File: src/rtl/sync_fifo_pkg.sv
// Shared constants and helpers for the sync_fifo block.
package sync_fifo_pkg;

    localparam int unsigned DEFAULT_DATA_WIDTH = 32;
    localparam int unsigned DEFAULT_ADDR_WIDTH = 4;

    // Number of entries addressed by an aw-bit pointer.
    function automatic int unsigned fifo_depth(input int unsigned aw);
        return 32'd1 << aw;
    endfunction

endpackage

File: src/rtl/dual_port_ram.sv
// Simple dual-port RAM: synchronous write port, synchronous registered read port.
// Storage is not reset; only the read register clears on rst.
module dual_port_ram
    import sync_fifo_pkg::*;
#(
    parameter int unsigned DATA_WIDTH = DEFAULT_DATA_WIDTH,
    parameter int unsigned ADDR_WIDTH = DEFAULT_ADDR_WIDTH
) (
    input  logic                  clk,
    input  logic                  rst,
    input  logic                  we,
    input  logic [ADDR_WIDTH-1:0] waddr,
    input  logic [DATA_WIDTH-1:0] wdata,
    input  logic                  re,
    input  logic [ADDR_WIDTH-1:0] raddr,
    output logic [DATA_WIDTH-1:0] rdata
);

    localparam int unsigned DEPTH = fifo_depth(ADDR_WIDTH);

    logic [DATA_WIDTH-1:0] r_mem [DEPTH];

    always_ff @(posedge clk) begin
        if (we) begin
            r_mem[waddr] <= wdata;
        end
    end

    // Read register holds its value when no read is requested.
    always_ff @(posedge clk or posedge rst) begin
        if (rst) begin
            rdata <= '0;
        end else if (re) begin
            rdata <= r_mem[raddr];
        end
    end

endmodule

File: src/rtl/sync_fifo.sv
// Single-clock valid/ready FIFO with registered occupancy count.
// Define SYNC_FIFO_ERR_FLAGS_EN to add sticky overflow/underflow outputs.
module sync_fifo
    import sync_fifo_pkg::*;
#(
    parameter int unsigned DATA_WIDTH = DEFAULT_DATA_WIDTH,
    parameter int unsigned ADDR_WIDTH = DEFAULT_ADDR_WIDTH
) (
    input  logic                  clk,
    input  logic                  rst,
    input  logic                  w_en,
    output logic                  w_ready,
    input  logic [DATA_WIDTH-1:0] w_data,
    input  logic                  r_en,
    output logic                  r_ready,
    output logic [DATA_WIDTH-1:0] r_data,
`ifdef SYNC_FIFO_ERR_FLAGS_EN
    output logic                  overflow,
    output logic                  underflow,
`endif
    output logic [ADDR_WIDTH:0]   fifo_size
);

    localparam int unsigned DEPTH = fifo_depth(ADDR_WIDTH);

    logic [ADDR_WIDTH-1:0] r_wr_ptr;
    logic [ADDR_WIDTH-1:0] r_rd_ptr;
    logic [ADDR_WIDTH:0]   r_count;
    logic                  w_wr_acc;
    logic                  w_rd_acc;

    assign w_ready   = (r_count != (ADDR_WIDTH+1)'(DEPTH));
    assign r_ready   = (r_count != '0);
    assign w_wr_acc  = w_en && w_ready;
    assign w_rd_acc  = r_en && r_ready;
    assign fifo_size = r_count;

    // Pointers wrap naturally at the power-of-two depth.
    always_ff @(posedge clk or posedge rst) begin
        if (rst) begin
            r_wr_ptr <= '0;
            r_rd_ptr <= '0;
            r_count  <= '0;
        end else begin
            if (w_wr_acc) begin
                r_wr_ptr <= r_wr_ptr + ADDR_WIDTH'(1);
            end
            if (w_rd_acc) begin
                r_rd_ptr <= r_rd_ptr + ADDR_WIDTH'(1);
            end
            case ({w_wr_acc, w_rd_acc})
                2'b10:   r_count <= r_count + (ADDR_WIDTH+1)'(1);
                2'b01:   r_count <= r_count - (ADDR_WIDTH+1)'(1);
                default: r_count <= r_count;
            endcase
        end
    end

`ifdef SYNC_FIFO_ERR_FLAGS_EN
    logic r_overflow;
    logic r_underflow;

    // Sticky error flags, cleared only by reset.
    always_ff @(posedge clk or posedge rst) begin
        if (rst) begin
            r_overflow  <= 1'b0;
            r_underflow <= 1'b0;
        end else begin
            if (w_en && !w_ready) begin
                r_overflow <= 1'b1;
            end
            if (r_en && !r_ready) begin
                r_underflow <= 1'b1;
            end
        end
    end

    assign overflow  = r_overflow;
    assign underflow = r_underflow;
`endif

    dual_port_ram #(
        .DATA_WIDTH (DATA_WIDTH),
        .ADDR_WIDTH (ADDR_WIDTH)
    ) u_ram (
        .clk   (clk),
        .rst   (rst),
        .we    (w_wr_acc),
        .waddr (r_wr_ptr),
        .wdata (w_data),
        .re    (w_rd_acc),
        .raddr (r_rd_ptr),
        .rdata (r_data)
    );

endmodule

File: config.mk
export PLATFORM = sky130hd
export DESIGN_NAME = sync_fifo
export DESIGN_NICKNAME = d
export VERILOG_FILES = /design/src/rtl/sync_fifo_pkg.sv /design/src/rtl/dual_port_ram.sv /design/src/rtl/sync_fifo.sv
export SDC_FILE = /design/constraint.sdc
export NUM_CORES = 1
export LEC_CHECK = 0
export ABC_AREA = 1
export CAP_MARGIN = 20
export CORE_ASPECT_RATIO = 0.6
export CORE_MARGIN = 1
export CORE_UTILIZATION = 65
export CTS_CLUSTER_DIAMETER = 50
export CTS_CLUSTER_SIZE = 24
export DETAILED_ROUTE_END_ITERATION = 7
export GPL_TIMING_DRIVEN = 0
export PLACE_DENSITY = 0.84
export SLEW_MARGIN = 0
export SYNTH_ARGS = -nofsm -noshare
export SYNTH_HDL_FRONTEND = slang
export SYNTH_HIERARCHICAL = 1
export SYNTH_SLANG_ARGS = --single-unit
File: constraint.sdc
create_clock -name clk -period 7.59 [get_ports clk]
set_clock_uncertainty 0.2 [all_clocks]
set_input_delay 1.518 -clock clk [delete_from_list [all_inputs] [get_ports clk]]
set_output_delay 1.518 -clock clk [all_outputs]
set_load 0.02 [all_outputs]
== Yosys cells after proc, flatten, opt, wreduce, memory -nomap -nowiden ==
Memories as Yosys holds them, arrays and structs flattened. A register that Yosys moved wholly into a read port is not among the register bits.
Cells that the tools add are included.
Word-level totals
  register bits: 13
  bits in writable memories: 512
  input bits: 36
  logic and storage cells: 18
  memories: 1
Cells by class
  add/sub/neg operators: 4
  equal/unequal tests: 3
  muxes and demuxes: 3
  reductions and logical operators: 4
Memories
  u_ram.r_mem: depth 16, width 32, rd ports 1, clocked after Yosys merged registers in 1, wr ports 1, RTL line dual_port_ram.sv:21  | logic [DATA_WIDTH-1:0] r_mem [DEPTH];
Operators by type and width (count)
  $pmux W5 S2: 1
  $add A4 B1 Y4 const B: 2
  $add A5 B1 Y5 const B: 1
  $ne A5 B5 Y1 const B: 1
  $reduce_bool A5 Y1: 1
  $sub A5 B1 Y5 const B: 1
  $eq A2 B1 Y1 const B: 1
  $eq A2 B2 Y1 const B: 1
  $logic_and A1 B1 Y1: 2
  $mux W1: 2
  $reduce_bool A2 Y1: 1

== Longest topological paths before layout ==
Gate-level depths: netlist of run 1.
  word-level depth: 4
  mapped depth: 14
  mapped depth without buffers: 14

== Modules after synthesis ==
The synthesis of run 1 kept the hierarchy.
Modules (own cells, without submodules)
  dual_port_ram: instances 1, cells each 1841, area each 21770.9 µm², seq. area each 16175.5 µm²
  sync_fifo: instances 1, cells each 103, area each 839.6 µm², seq. area each 325.3 µm²

== Least setup slack after synthesis of run 1 ==
Ideal clock, no wire load.
  path kind: input port to flip-flop
  start point: input w_en
  end point: memory u_ram/r_mem[12][0] (netlist bit), enable pin
  setup time: 421 ps
  arrival: 3193 ps
  required time: 6969 ps
  slack: 3776 ps
  cell stages on the path: 4
  path through: nand2_4 > inv_1 > nand3_1 > nor2_1
Between the ends
  word-level cells in the longest chain between the ends: 3
RTL lines
  start: declaration: RTL line sync_fifo.sv:11  | input logic w_en,
  $logic_and A1 B1 Y1: RTL line sync_fifo.sv:34  | assign w_wr_acc = w_en && w_ready;
  via w_wr_acc: RTL line sync_fifo.sv:29  | logic w_wr_acc;
  $mux W1: RTL line dual_port_ram.sv:24  | if (we) begin
  $mux W1 (not written as such): RTL line dual_port_ram.sv:25  | r_mem[waddr] <= wdata;
  end: declaration: RTL line dual_port_ram.sv:21
The timed path passes the listed nets, and every way through them passes these cells.

== Worst setup path after layout of run 1 ==
  start point: register r_count[0] (netlist: fifo_size[0])
  end point: output w_ready
Between the ends
  word-level cells in the longest chain between the ends: 1
RTL lines
  start: declaration: RTL line sync_fifo.sv:28  | logic [ADDR_WIDTH:0] r_count;
  start signal: assignment: RTL line sync_fifo.sv:52  | 2'b10: r_count <= r_count + (ADDR_WIDTH+1)'(1);
  start signal: assignment: RTL line sync_fifo.sv:53  | 2'b01: r_count <= r_count - (ADDR_WIDTH+1)'(1);
  start signal: assignment: RTL line sync_fifo.sv:54  | default: r_count <= r_count;
  $ne A5 B5 Y1: RTL line sync_fifo.sv:32  | assign w_ready = (r_count != (ADDR_WIDTH+1)'(DEPTH));
  end: declaration: RTL line sync_fifo.sv:12  | output logic w_ready,
No other way between the ends.

==> results of run 1 <==
[cell families (layout without fill, tap and decap cells)]
kind of cell / Yosys count / in the layout / synth area share, %
and+or+nand+nor: 1227 / 1227 / 22.89
DFF: 557 / 557 / 72.98
adders and majority gates: 7 / 7 / 0.4206
buffers and inverters: 141 / 293 / 3.392
AOI/OAI and AO/OA: 9 / 9 / 0.1992
xor gates and xnor gates: 3 / 3 / 0.1162
[per-layer routing]
| metal | wire, µm | GRT usage (%) | vias to the layer above |
|---|---|---|---|
| li1 | - | - | 6949 |
| met1 | 22500 | 53.27 | 7691 |
| met2 | 27140 | 51.86 | 1435 |
| met3 | 11020 | 9.301 | 162 |
| met4 | 1995 | 10.91 | 0 |
| met5 | 0 | 0 | - |
[sequential cells by signal, summed over array words and instances (netlist names)]
register     cells
u_ram/r_mem    512
r_rd_ptr         4
fifo_size        5
u_ram/rdata     32
r_wr_ptr         4
[power by group]
part           leakage [nW]  internal (mW)  switching (mW)  total, mW
clock network         0.563           1.02            1.02       2.04
registers              5.18           3.71           0.161       3.87
logic                  3.91           1.17            2.73       3.90
[critical path, delay by kind of cell, from the launching register on]
family / cells / cell delay (ps)
buf+inv: 1 / 570
simple gates: 2 / 310
flops: 1 / 470
[final cells by class]
cell class                      count  area share [%]
Sequential cell                   557           64.54
Timing Repair Buffer               90           4.297
Clock inverter                     19          0.8369
Multi-Input combinational cell   1246           21.37
Inverter                           28          0.4209
Buffer                            113           2.579
Clock buffer                       43           3.710
Tap cell                          459           2.246
[per-stage QoR]
step           total power [mW]  worst slack (ps)  hold slack [ps]
2_1_floorplan             6.182              3776            293.8
3_3_place_gp              7.441              1604            263.2
3_5_place_dp              7.640              3504            268.3
4_1_cts                   9.653              3967            287.9
5_1_grt                   10.18              3909            313.4
6_report                  9.807              3977            284.4
[Yosys cell counts (all sizes together)]
cell type / instances / area, µm²
nor2: 23 / 93.84
clkbuf: 22 / 82.58
inv: 28 / 107.6
nand3: 392 / 1962
nand3b: 4 / 30.03
dfrtp: 45 / 1126
a21oi: 1 / 5.000
nand4: 4 / 55.05
fa: 1 / 20.02
ha: 6 / 75.07
or2: 1 / 6.260
buf: 91 / 576.8
o21ai: 8 / 40.03
nand2: 803 / 3029
xnor2: 3 / 26.28
edfxtp: 512 / 15370
[worst paths after layout]
| path | startpoint | to | slack [ps] | cells after the start |
|---|---|---|---|---|
| min reg2reg | u_ram/rdata[11]$_DFFE_PP0P_ | u_ram/rdata[11]$_DFFE_PP0P_ | 280 | 2 |
| max reg2reg | fifo_size[0]$_DFFE_PP0P_ | u_ram/r_mem[15][3]$_DFFE_PP_ | 4850 | 7 |
| max in group asynchronous | rst | u_ram/rdata[21]$_DFFE_PP0P_ | 5310 | 2 |
| min in group asynchronous | rst | fifo_size[3]$_DFFE_PP0P_ | 1150 | 2 |
| max | fifo_size[0]$_DFFE_PP0P_ | w_ready | 3980 | 3 |
| min | u_ram/rdata[11]$_DFFE_PP0P_ | u_ram/rdata[11]$_DFFE_PP0P_ | 280 | 2 |
==> run_results.csv, run 1 <==
group,metric,value,unit
status,outcome,"complete, no violations",
job,maxCapViolCount,0,
global_routing,grt_max_degree,33,
clocking,cts.clk_slew.worst_paths,70,ps
placement,gp_congestion,0.8842,
clocking,htreeDepth,2,
finish,postLayoutCoreUtil,75.28,%
setup_path,path_cells,"nor2_4 -> nand4_4 -> clkdlybuf4s50_1",
global_routing,grt_pass1_wl,92550,µm
timing,fmax,0.2768,GHz
timing,period_share,47.60,%
timing,maxSlewViolCount,0,
setup_path,start_kind,"register",
hold_path,min_path_type,"register to register",
yosys,ys_seq_area_share,72.98,%
clocking,cts.path.max_buffers,3,
finish,layout_commonest_cell,"nand2_1",
clocking,cts_tree,"built",
clocking,clock-root-buffer,"clkbuf_16",
finish,fill_cells,2091,
route,wl_per_cell,24.52,µm
setup_path,slowest_stage,"clkdlybuf4s50_1",
setup_path,critical_path_class,"register to primary output",
clocking,cts_setup_buffers,0,
route,vias,16240,
finish,final_cell_count_no_fill,2555,
finish,design_area,25570,µm²
setup_path,cp_max_fo,5,
route,drc,0,
finish,layout-drive-gt1-share,8.302,%
global_routing,grtUsageTotal,35.61,%
yosys,netlist_area,22610,µm²
clocking,clock-sinks,557,
yosys,synth.distinct_cells,25,
clocking,cts_inserted_buffers,35,
route,ant_nets,0,
clocking,ctsHoldBuffers,0,
placement,placed_area,24400,µm²
power_and_ir_drop,p_leak,9.656,nW
floorplan,num_io_pins,75,
finish,multi_input_area,5463,µm²
floorplan,initial_core_util,66.57,%
floorplan,core_area,33960,µm²
timing,rsz0062_at_grt,"false",
route,vias_per_cell,6.355,
floorplan,die_w,242.8,µm
finish,layout.nets,2114,
yosys,synth.avg_cell_area,11.63,µm²
yosys,syn_inst,1944,
finish,antenna_cells,0,
timing,timing_hold_violations_final,0,
finish,area_growth,13.07,%
finish,mostFrequentLayoutCells,"nand2_1 (801), edfxtp_1 (512), nand3_1 (392)",
clocking,cts_resized,0,
finish,ff_latch_area,16500,µm²
timing,worstMarginPinSlew,1021,ps
global_routing,grt_pass1_vias,15280,
global_routing,grt.overflow.total,0,
setup_path,worstPathRequired,5870,ps
power_and_ir_drop,ir_worst_vdd,0.3086,mV
yosys,synthesis.nets,1987,
floorplan,dieArea,35560,µm²
timing,slew_headroom,31.91,%
timing,setup_tns,0,ps
setup_path,cpPeakStageDelay,570,ps
route,drt_iter0_drc,2963,
yosys,ys_seq_elements,557,
placement,dpl.hpwl,40280,µm
global_routing,antenna_found_initial,0,
floorplan,rows,52,
timing,finalCriticalPeriod,3613,ps
placement,portBuffers,74,
setup_path,arrival,1890,ps
placement,dp_cells,2493,
timing,finalSetupViolations,0,
setup_path,end_kind,"primary output",
route,dr.pass1.iters,6,
power_and_ir_drop,power.density,383.6,nW/µm²
clocking,clk_latency,560,ps
floorplan,die_y,146.5,µm
route,wl,62660,µm
yosys,yosysWarnings,6,
(Power assumes the default switching activity.)
==> inputs of run 2 (changes only) <==
- CORE_UTILIZATION: 65 -> 61
- PLACE_DENSITY: 0.84 -> 0.79
- clock period: 7.59 -> 3.4 ns (I/O delays scaled with it)
==> run 2 against run 1 <==
Effect of this change: flip-flop and latch count unchanged; utilization down 4.8 points; design area up 0.39%; global-route usage down 2.0 points; hold slack worse by 2.4 ps; critical path depth up 4; total power up 130%; register-to-register slack worse by 4300 ps; via count down 2.5%; clock power up 130%; critical path type is now register to register; largest cell class unchanged.
==> run_results.csv, run 2 (synthesis gave the netlist of run 1 again) <==
group,metric,value,unit
floorplan,num_io_pins,75,
finish,postLayoutCoreUtil,70.48,%
finish,top_register,"u_ram/r_mem",
timing,finalCriticalPeriod,2850,ps
setup_path,start_kind,"register",
finish,largest_reg_flops,512,
timing,period_share,83.81,%
route,ant_nets,0,
timing,timing_hold_violations_final,0,
finish,area_growth,13.51,%
placement,dpl.hpwl,40510,µm
finish,fill_cells,2433,
global_routing,use_met2,48.63,%
floorplan,initial_core_util,62.09,%
setup_path,path_cells,"inv_1 -> nand4_4 -> nand2_4 -> inv_1 -> nand3b_1 -> nor2_4 -> buf_16",
setup_path,r2r_cells,7,
global_routing,antenna_found_initial,0,
timing,finalSetupViolations,0,
route,drc,0,
setup_path,timing.rr.end,"u_ram/r_mem[7][22]$_DFFE_PP_",
timing,finalWorstSetupSlack,550.5,ps
route,vias_per_cell,6.152,
clocking,cts_setup_buffers,0,
finish,layout_commonest_cell,"nand2_1",
hold_path,holdPathEnd,"u_ram/rdata[9]$_DFFE_PP0P_",
clocking,cts_resized,0,
global_routing,use_met1,48.84,%
floorplan,rows,54,
global_routing,grt_pass1_vias,14730,
global_routing,grtUsageTotal,33.56,%
placement,dp_cells,2510,
route,vias,15830,
hold_path,min_path_type,"register to register",
floorplan,die_w,250.6,µm
timing,fmax,0.3509,GHz
clocking,clock-root-buffer,"clkbuf_16",
setup_path,r2r_start,"fifo_size[3]$_DFFE_PP0P_",
route,wl_per_cell,24.22,µm
clocking,clk_latency,560,ps
timing,worstMarginPinSlew,1079,ps
global_routing,use_met3,9.435,%
route,wl,62320,µm
route,drt_iter0_drc,2352,
status,outcome,"complete, no violations",
global_routing,busiest_layer,"met1",
finish,layout-drive-gt1-share,8.441,%
finish,mostFrequentLayoutCells,"nand2_1 (801), edfxtp_1 (512), nand3_1 (392)",
setup_path,worstPathRequired,3460,ps
route,dr.pass1.iters,6,
floorplan,core_area,36420,µm²
timing,slew_headroom,28.05,%
setup_path,critical_path_class,"register to register",
clocking,cts.path.max_buffers,3,
hold_path,hp-start,"u_ram/rdata[9]$_DFFE_PP0P_",
hold_path,holdPathStages,2,
finish,final_cell_count_no_fill,2573,
power_and_ir_drop,p_leak,9.693,nW
clocking,cts_tree,"built",
global_routing,grt_max_degree,33,
clocking,htreeDepth,2,
setup_path,slowest_stage,"nor2_4",
setup_path,crit_top_cell,"inv_1",
floorplan,die_y,151.1,µm
clocking,ctsHoldBuffers,0,
timing,maxSlewViolCount,0,
clocking,cts.clk_slew.worst_paths,80,ps
floorplan,dieArea,37870,µm²
timing,setup_tns,0,ps
finish,antenna_cells,0,
power_and_ir_drop,ir_worst_vdd,0.4469,mV
placement,gp_congestion,0.8785,
setup_path,cp_max_fo,18,
finish,layout.nets,2115,
global_routing,grt_pass1_wl,90820,µm
setup_path,worst-r2r-setup-slack,550,ps
power_and_ir_drop,power.density,861.6,nW/µm²
clocking,cts_inserted_buffers,36,
timing,rsz0062_at_grt,"false",
placement,dp_slack,101.1,ps
placement,portBuffers,74,
global_routing,grt.overflow.total,0,
setup_path,arrival,2910,ps
job,maxCapViolCount,0,
setup_path,end_kind,"register",
clocking,clock-sinks,557,
power_and_ir_drop,finalPower,22.11,mW
setup_path,cpPeakStageDelay,780,ps
-- run 2: cell type report --
class | count | area (µm²) | share of cell area [%]
well taps | 476 | 595.6 | 2.320
plain buffers | 113 | 659.4 | 2.569
repair buffers | 90 | 1091 | 4.251
clock inverters | 20 | 290.3 | 1.131
clock buffers | 43 | 958.4 | 3.734
flip-flops and latches | 557 | 16500 | 64.29
multi-input cells | 1246 | 5463 | 21.28
inverters | 28 | 107.6 | 0.4192
-- run 2: worst max-delay path by stage --
stage,from,endpoint,slack [ps],depth (start not counted)
after floorplan,fifo_size[3]$_DFFE_PP0P_,u_ram/r_mem[12][0]$_DFFE_PP_,290,6
after global routing,fifo_size[2]$_DFFE_PP0P_,u_ram/r_mem[7][22]$_DFFE_PP_,510,7
after detailed placement,w_en,u_ram/r_mem[7][24]$_DFFE_PP_,100,6
after CTS,fifo_size[0]$_DFFE_PP0P_,w_ready,580,3
final,fifo_size[3]$_DFFE_PP0P_,u_ram/r_mem[7][22]$_DFFE_PP_,550,7
after global placement,w_en,u_ram/r_mem[2][30]$_DFFE_PP_,-1790,5
-- run 2: power breakdown --
part / total (mW) / leakage, nW / internal [mW] / switching, mW
clock: 4.77 / 0.603 / 2.41 / 2.36
combinational: 8.70 / 3.91 / 2.61 / 6.09
sequential: 8.64 / 5.18 / 8.28 / 0.356
-- run 2: per-layer routing --
metal  up-vias  part of all wire, %
met2      1215                   42
met4         2                  3.5
li1       6942                    -
met5         -                 0.12
met3       152                   17
met1      7518                   37
-- run 2: metrics by stage --
stage	hold slack (ps)	instance area, µm²
after floorplan	293.8	22610
after global placement	264.9	23950
after detailed placement	267.9	24420
after CTS	287.6	25670
after global routing	305.4	25670
final	282.0	25670
-- run 2: critical path, delay by kind of cell, from the launching register on --
kind          cells  cell delay (ps)
simple gates      4             1380
buf+inv           3              520
flops             1              430
